File: config.mk
export PLATFORM = sky130hd
export DESIGN_NAME = uart_tx_framer
export DESIGN_NICKNAME = d
export VERILOG_FILES = /design/src/rtl/uart_tx_framer.sv
export SDC_FILE = /design/constraint.sdc
export NUM_CORES = 1
export LEC_CHECK = 0
export CORE_ASPECT_RATIO = 0.5
export CORE_MARGIN = 5
export CORE_UTILIZATION = 60
export DETAILED_ROUTE_END_ITERATION = 10
export PLACE_DENSITY = 0.89
export SYNTH_ARGS = -nofsm -noshare
export SYNTH_HDL_FRONTEND = slang
export SYNTH_SLANG_ARGS = --single-unit
File: constraint.sdc
create_clock -name Clock -period 3.4 [get_ports Clock]
set_input_delay 0.34 -clock Clock [delete_from_list [all_inputs] [get_ports Clock]]
set_output_delay 0.34 -clock Clock [all_outputs]
set_load 0.05 [all_outputs]
File: src/rtl/uart_tx_framer.sv
// Purpose : UART serial transmitter; 4-entry byte FIFO, MSB-first framing, optional parity, 1/2 stop bits, RTS/CTS.
// Latency : byte pushed at edge E into an empty FIFO while idle and clear to send -> start bit on DATA_OUT after edge E+1.
// Backpr. : DATA_READY drops while the FIFO holds 4 bytes; CTS gates only the start of a frame, never truncates one.
//
// Ports:
//   Clock, Reset          single clock, synchronous active-high reset
//   DATA_IN/DATA_VALID    byte write request; accepted when DATA_READY is high
//   DATA_READY            FIFO not full (combinational from the occupancy count)
//   CTS / RTS             flow control toward the receiver (active only when mode bit [4] is set)
//   DATA_OUT              serial line, idle high
//   BUSY                  high while a frame is on the line
// Mode byte uses the receiver's encoding so both link ends share one constant:
//   [7:6] baud select, [5] 1=one stop bit, [4] flow control, [3:2] data bits 5..8, [1] odd parity, [0] parity enable
module uart_tx_framer #(
   parameter logic [7:0]  modos_de_operacao = 8'h00,
   parameter int unsigned div_override      = 0
) (
   input  logic       Clock,
   input  logic       Reset,
   input  logic [7:0] DATA_IN,
   input  logic       DATA_VALID,
   output logic       DATA_READY,
   input  logic       CTS,
   output logic       RTS,
   output logic       DATA_OUT,
   output logic       BUSY
);

   // ---------------------------------------------------------------
   // Static configuration decoded from the mode byte
   // ---------------------------------------------------------------
   localparam logic [1:0]  BAUD_SEL  = modos_de_operacao[7:6];
   localparam logic        ONE_STOP  = modos_de_operacao[5];
   localparam logic        FLOW_EN   = modos_de_operacao[4];
   localparam logic [1:0]  DBITS_SEL = modos_de_operacao[3:2];
   localparam logic        PAR_ODD   = modos_de_operacao[1];
   localparam logic        PAR_EN    = modos_de_operacao[0];

   localparam logic [15:0] TABLE_DIV = (BAUD_SEL == 2'b00) ? 16'd10416 :
                                       (BAUD_SEL == 2'b01) ? 16'd5208  :
                                       (BAUD_SEL == 2'b10) ? 16'd2604  : 16'd868;
   localparam logic [15:0] PERIOD    = (div_override != 0) ? 16'(div_override) : TABLE_DIV;
   localparam logic [15:0] CNT_LAST  = PERIOD - 16'd1;
   localparam logic [3:0]  NBITS     = 4'd5 + {2'b00, DBITS_SEL};
   localparam logic [3:0]  LAST_BIT  = NBITS - 4'd1;

   typedef enum logic [2:0] {
      S_IDLE,
      S_START,
      S_DATA,
      S_PARITY,
      S_STOP1,
      S_STOP2
   } state_t;

   // ---------------------------------------------------------------
   // Byte FIFO
   // ---------------------------------------------------------------
   logic [7:0]  r_mem [4];
   logic [1:0]  r_wp;
   logic [1:0]  r_rp;
   logic [2:0]  r_count;

   // ---------------------------------------------------------------
   // Framer state
   // ---------------------------------------------------------------
   state_t      r_state;
   logic [15:0] r_cnt;
   logic [3:0]  r_bit;
   logic [7:0]  r_shift;
   logic        r_par;
   logic        r_data_out;
   logic        r_busy;
   logic        r_rts;

   logic        w_push;
   logic        w_pop;
   logic        w_start_ok;
   logic        w_last;
   logic        w_eof;
   logic        w_busy_nxt;
   logic [2:0]  w_count_nxt;
   logic [7:0]  w_head;

   assign DATA_READY  = (r_count != 3'd4);
   assign w_push      = DATA_VALID && DATA_READY;
   assign w_head      = r_mem[r_rp];
   assign w_start_ok  = (r_count != 3'd0) && (!FLOW_EN || CTS);
   assign w_last      = (r_cnt == CNT_LAST);
   // Final edge of a frame: last period of the last stop bit.
   assign w_eof       = w_last && (((r_state == S_STOP1) && ONE_STOP) || (r_state == S_STOP2));
   // A byte leaves the FIFO either from idle or chained straight onto the previous frame.
   assign w_pop       = w_start_ok && ((r_state == S_IDLE) || w_eof);
   assign w_count_nxt = r_count + {2'b00, w_push} - {2'b00, w_pop};
   assign w_busy_nxt  = (r_state == S_IDLE) ? w_start_ok : !(w_eof && !w_start_ok);

   assign DATA_OUT    = r_data_out;
   assign BUSY        = r_busy;
   assign RTS         = r_rts;

   always_ff @(posedge Clock) begin
      if (Reset) begin
         r_wp    <= 2'd0;
         r_rp    <= 2'd0;
         r_count <= 3'd0;
      end else begin
         if (w_push) begin
            r_mem[r_wp] <= DATA_IN;
            r_wp        <= r_wp + 2'd1;
         end
         if (w_pop) begin
            r_rp <= r_rp + 2'd1;
         end
         r_count <= w_count_nxt;
      end
   end

   always_ff @(posedge Clock) begin
      if (Reset) begin
         r_state    <= S_IDLE;
         r_cnt      <= 16'd0;
         r_bit      <= 4'd0;
         r_shift    <= 8'd0;
         r_par      <= 1'b0;
         r_data_out <= 1'b1;
         r_busy     <= 1'b0;
         r_rts      <= 1'b0;
      end else begin
         // RTS registered from the next-cycle FIFO occupancy and busy state.
         r_rts <= FLOW_EN && ((w_count_nxt != 3'd0) || w_busy_nxt);

         if (r_state == S_IDLE) begin
            r_cnt <= 16'd0;
            if (w_start_ok) begin
               r_shift    <= w_head;
               r_par      <= 1'b0;
               r_state    <= S_START;
               r_data_out <= 1'b0;
               r_busy     <= 1'b1;
            end
         end else if (!w_last) begin
            r_cnt <= r_cnt + 16'd1;
         end else begin
            r_cnt <= 16'd0;
            case (r_state)
               S_START: begin
                  r_state    <= S_DATA;
                  r_data_out <= r_shift[7];
                  r_par      <= r_par ^ r_shift[7];
                  r_shift    <= {r_shift[6:0], 1'b0};
                  r_bit      <= 4'd0;
               end
               S_DATA: begin
                  if (r_bit == LAST_BIT) begin
                     if (PAR_EN) begin
                        r_state    <= S_PARITY;
                        // Accumulator already holds every sent data bit.
                        r_data_out <= r_par ^ PAR_ODD;
                     end else begin
                        r_state    <= S_STOP1;
                        r_data_out <= 1'b1;
                     end
                  end else begin
                     r_data_out <= r_shift[7];
                     r_par      <= r_par ^ r_shift[7];
                     r_shift    <= {r_shift[6:0], 1'b0};
                     r_bit      <= r_bit + 4'd1;
                  end
               end
               S_PARITY: begin
                  r_state    <= S_STOP1;
                  r_data_out <= 1'b1;
               end
               S_STOP1, S_STOP2: begin
                  if ((r_state == S_STOP1) && !ONE_STOP) begin
                     r_state    <= S_STOP2;
                     r_data_out <= 1'b1;
                  end else if (w_start_ok) begin
                     // Next byte chained with no idle gap.
                     r_shift    <= w_head;
                     r_par      <= 1'b0;
                     r_state    <= S_START;
                     r_data_out <= 1'b0;
                     r_busy     <= 1'b1;
                  end else begin
                     r_state    <= S_IDLE;
                     r_data_out <= 1'b1;
                     r_busy     <= 1'b0;
                  end
               end
               default: begin
                  r_state    <= S_IDLE;
                  r_data_out <= 1'b1;
                  r_busy     <= 1'b0;
               end
            endcase
         end
      end
   end

endmodule
==> summary.md <==
| Metric | Value |
|---|---|
| Syn-to-layout area delta | 14.1% |
| Arr. time, crit path | approximately 3.4 ns |
| GR Util met3 | between 5 and 6% |
| Core area | roughly 0.0055 sq mm |
| Post-route ant nets | 0 |
| Worst-path cell chain | ha_1 -> and4bb_1 -> nand4b_4 -> o21ba_1 -> nor3_1 -> ha_1 -> inv_1 -> ha_1 -> inv_1 -> fa_1 -> xor2_1 -> xnor2_1 -> nor2_1 |
| Diode count | 0 |
| Iteration count of the initial detailed-routing pass | 4 |
| Placer Congestion | 0.924 |
| Post-synthesis simple-gate area fraction | a little under a fifth |
| Routing usage on met2 | between 30% and 40% |
| Die area | 0.00741 sq mm |
| Worst-Skew Late Latency | 0.33 ns |
| Final setup fails | 0 |
| Met1 usage | 24.7% |
| Crit-path most repeated cell | ha_1 |
| Reg2reg start | r_cnt[0] |
| Top delay family on crit path | adder cells |
| R2R cell count | 13 |
| Slowest CP cell | dfxtp_1 |
| Die W | ~120 um |
| RSZ-0062 raised after global routing | no |
| Synth Area in XOR/XNOR | 4.61% |
| Post-CTS Setup Inserts | 0 |
| Routed via count | between 2k and 2.5k |
| Largest family of logic cells by synthesized area | simple AND/OR/NAND/NOR gates |
| Top cells by area, synth | edfxtp_1 (28%), dfxtp_1 (25%), mux4_2 (5.3%) |
| Slowest cell delay on critical path | between 0.3 and 0.4 ns |
| Layout Utilization | 70.8% |
| Seq/Total Area, Yosys | a little over half |
| Detailed Route Iter0 Violations | about 180 |
| Total GRT Usage | 20.8% |
| Min-Delay Path Class | reg -> reg |
| Most frequent cells after synthesis | dfxtp_1 (42), nor2_1 (40), edfxtp_1 (32) |
| Input/output buffers | 13 |
| Number of max-cap violations | 0 |
| WL/cell | about 18 um |
| HPWL Detailed | between 4 and 5 mm |
| Number of vias per cell | about 6.3 |
| Least-Margin Pin Slew | roughly 0.72 ns |
| Crit Path Max Fanout | 10 |
| CTS Buf Count | 9 |
| Max rail drop VDD | a little over 0.0005 V |
| Cell Area, Placed | 0.00358 sq mm |
| Ys async rst share | 0% |
| Mux share of post-synthesis cell area | under 10% |
| Final instance area | just under 0.004 sq mm |
| Hold worst-path end | r_bit[3] |
| P per Cell Area | 766 mW/mm^2 |
| Worst hold margin | 0.482 ns |
| Ys Warns | 0 |
| Avg Synthesized Cell Area | approximately 11 sq um |
| Netlist Area Pre-Place | 0.00342 sq mm |
| Final wirelength | slightly above 7 mm |
| Die height | 63.4 um |
| Initial antenna violation count | 0 |
| Critical Path Source Type | flip-flop |
| F_max | approximately 0.32 GHz |
| Worst r2r dst | r_count[2] |
| Synth Instances | between 300 and 400 |
| Clock sinks | between 70 and 80 |
| Final max-slew violation count | 0 |
| IO Count | 16 |
| P_leak | between 1 and 1.5 nW |
| Synth Area in Adders | between 4 and 5% |
| Slew headroom | between 50% and 60% |
| Status | completed |
| Syn nets | 327 |
| Maximum clock insertion buffer count | 2 |
| Sum Neg Setup Slack | 0 ns |
| Netlist cell types | a little under 60 |
| Busiest grt layer | met2 |
| Global-route wire length before repair | roughly 12 mm |
| DRC violations left | 0 |
| Gr ovfl total | 0 |
| Post-CTS resize count | 0 |
| Min Tclk post-route | roughly 3.2 ns |
| Root Buffer | clkbuf_16 |
| Reg clk slew, reported paths | roughly 0.060 ns |
| Hold depth | 1 |
| Share of post-route cells with drive strength above 1 | roughly 12% |
| Most area-hungry cell type in the Yosys netlist | edfxtp_1 |
| Worst path required time | roughly 3.6 ns |
| Hold Fails Final Rpt | 0 |
| Initial Utilization | a little over 60% |
| CP endpoint kind | flip-flop |
| Rows | 19 |
| Main flop type after synthesis | dfxtp_1 |
| Worst path bufs/invs | 2 |
| CTS Hold Bufs | 0 |
| Fin Clk Skew | slightly below 0.006 ns |
| H-tree lvl count | 3 |
| Compound-cell area share of the yosys netlist | between 10% and 20% |
| Hold_sp | r_bit[3] |
| Reg2reg setup slack | ~0.23 ns |
| Top-count cell post-synth | dfxtp_1 |
| Post-synthesis register bit count | 74 |
| Critical setup path kind | reg -> reg |
| Largest net degree at the start of global routing | 29 |
| Vias in the first global route | between 2k and 2.5k |
| Final net count | approximately 340 |
| Post-synth top area share | approximately 28% |
| CTS tree | done |
| Final period util | 93.1% |
| Post-synth EDFFs | 32 |
-- power by group --
group          switching (mW)  internal (mW)  total (mW)  leakage (nW)
combinational           0.441          0.367       0.808         0.616
clock                   0.361          0.645        1.01         0.149
sequential              0.127           1.05        1.18         0.633
-- sequential cells by signal (all words and copies together), names as in the netlist, named ones only --
register,count
r_rp,2
r_count,3
r_state,3
r_wp,2
r_shift,8
DATA_OUT,1
r_cnt,16
r_mem,32
r_bit,4
BUSY,1
-- final cells by class --
type | count | area [sq um]
inverter | 10 | 37.5
timing repair buffer | 14 | 138
multi-input combinational | 206 | 1520
clock buffer | 10 | 229
fill | 354 | 1610
sequential | 74 | 1800
tap | 73 | 91.3
clock inverter | 6 | 92.6
-- placed cells by master, fill, tap and decap left out, drive strengths merged, types with 3 or more instances in the layout --
| cell type | count |
|---|---|
| xor2 | 7 |
| nor2 | 40 |
| nor3 | 8 |
| nand3 | 13 |
| edfxtp | 32 |
| o22a | 8 |
| nand2 | 19 |
| a21oi | 10 |
| inv | 10 |
| o21ai | 9 |
| a31oi | 3 |
| clkbuf | 10 |
| clkdlybuf4s50 | 13 |
| xnor2 | 11 |
| and2 | 5 |
| and3 | 5 |
| dfxtp | 42 |
| mux4 | 8 |
| o22ai | 7 |
| nor4 | 5 |
| ha | 11 |
-- logic make-up after synthesis --
kind of cell	Yosys count
AOI/OAI and AO/OA	50
muxes	10
and+or+nand+nor	115
DFF	74
other	1
buffers and inverters	23
xor gates and xnor gates	18
adders and majority gates	12
-- per-layer routing --
layer  wire (um)  vias up
li1            -     1137
met1        2930     1197
met5           0        -
met2        3490      116
met4         189        0
met3         472       22
-- worst max path at each step --
| stage | start | endpoint | slack [ns] | cells after the start |
|---|---|---|---|---|
| after floorplan | r_cnt[0] | r_count[2] | 0.66 | 14 |
| after global placement | r_cnt[0] | r_count[2] | 0.52 | 13 |
| after detailed placement | r_cnt[0] | r_count[2] | 0.39 | 13 |
| after CTS | r_cnt[0] | r_count[2] | 0.29 | 13 |
| after global routing | r_cnt[0] | r_count[2] | 0.08 | 13 |
| final | r_cnt[0] | r_count[2] | 0.23 | 13 |
-- worst reg2reg max path, cell delays in order, from the launching register on --
cell	delay [ns]
dfxtp_1	0.38
ha_1	0.31
and4bb_1	0.29
nand4b_4	0.19
o21ba_1	0.29
nor3_1	0.28
ha_1	0.29
inv_1	0.07
ha_1	0.14
inv_1	0.06
fa_1	0.37
xor2_1	0.19
xnor2_1	0.14
nor2_1	0.06
-- through the flow --
stage	power (mW)	cells	setup slack, ns
4_1_cts	2.99	393	0.289
6_report	2.99	393	0.234
3_5_place_dp	1.96	377	0.391
3_3_place_gp	1.90	377	0.523
2_1_floorplan	1.78	303	0.662
5_1_grt	3.14	393	0.0764
Power figures use the tool's default switching activity.
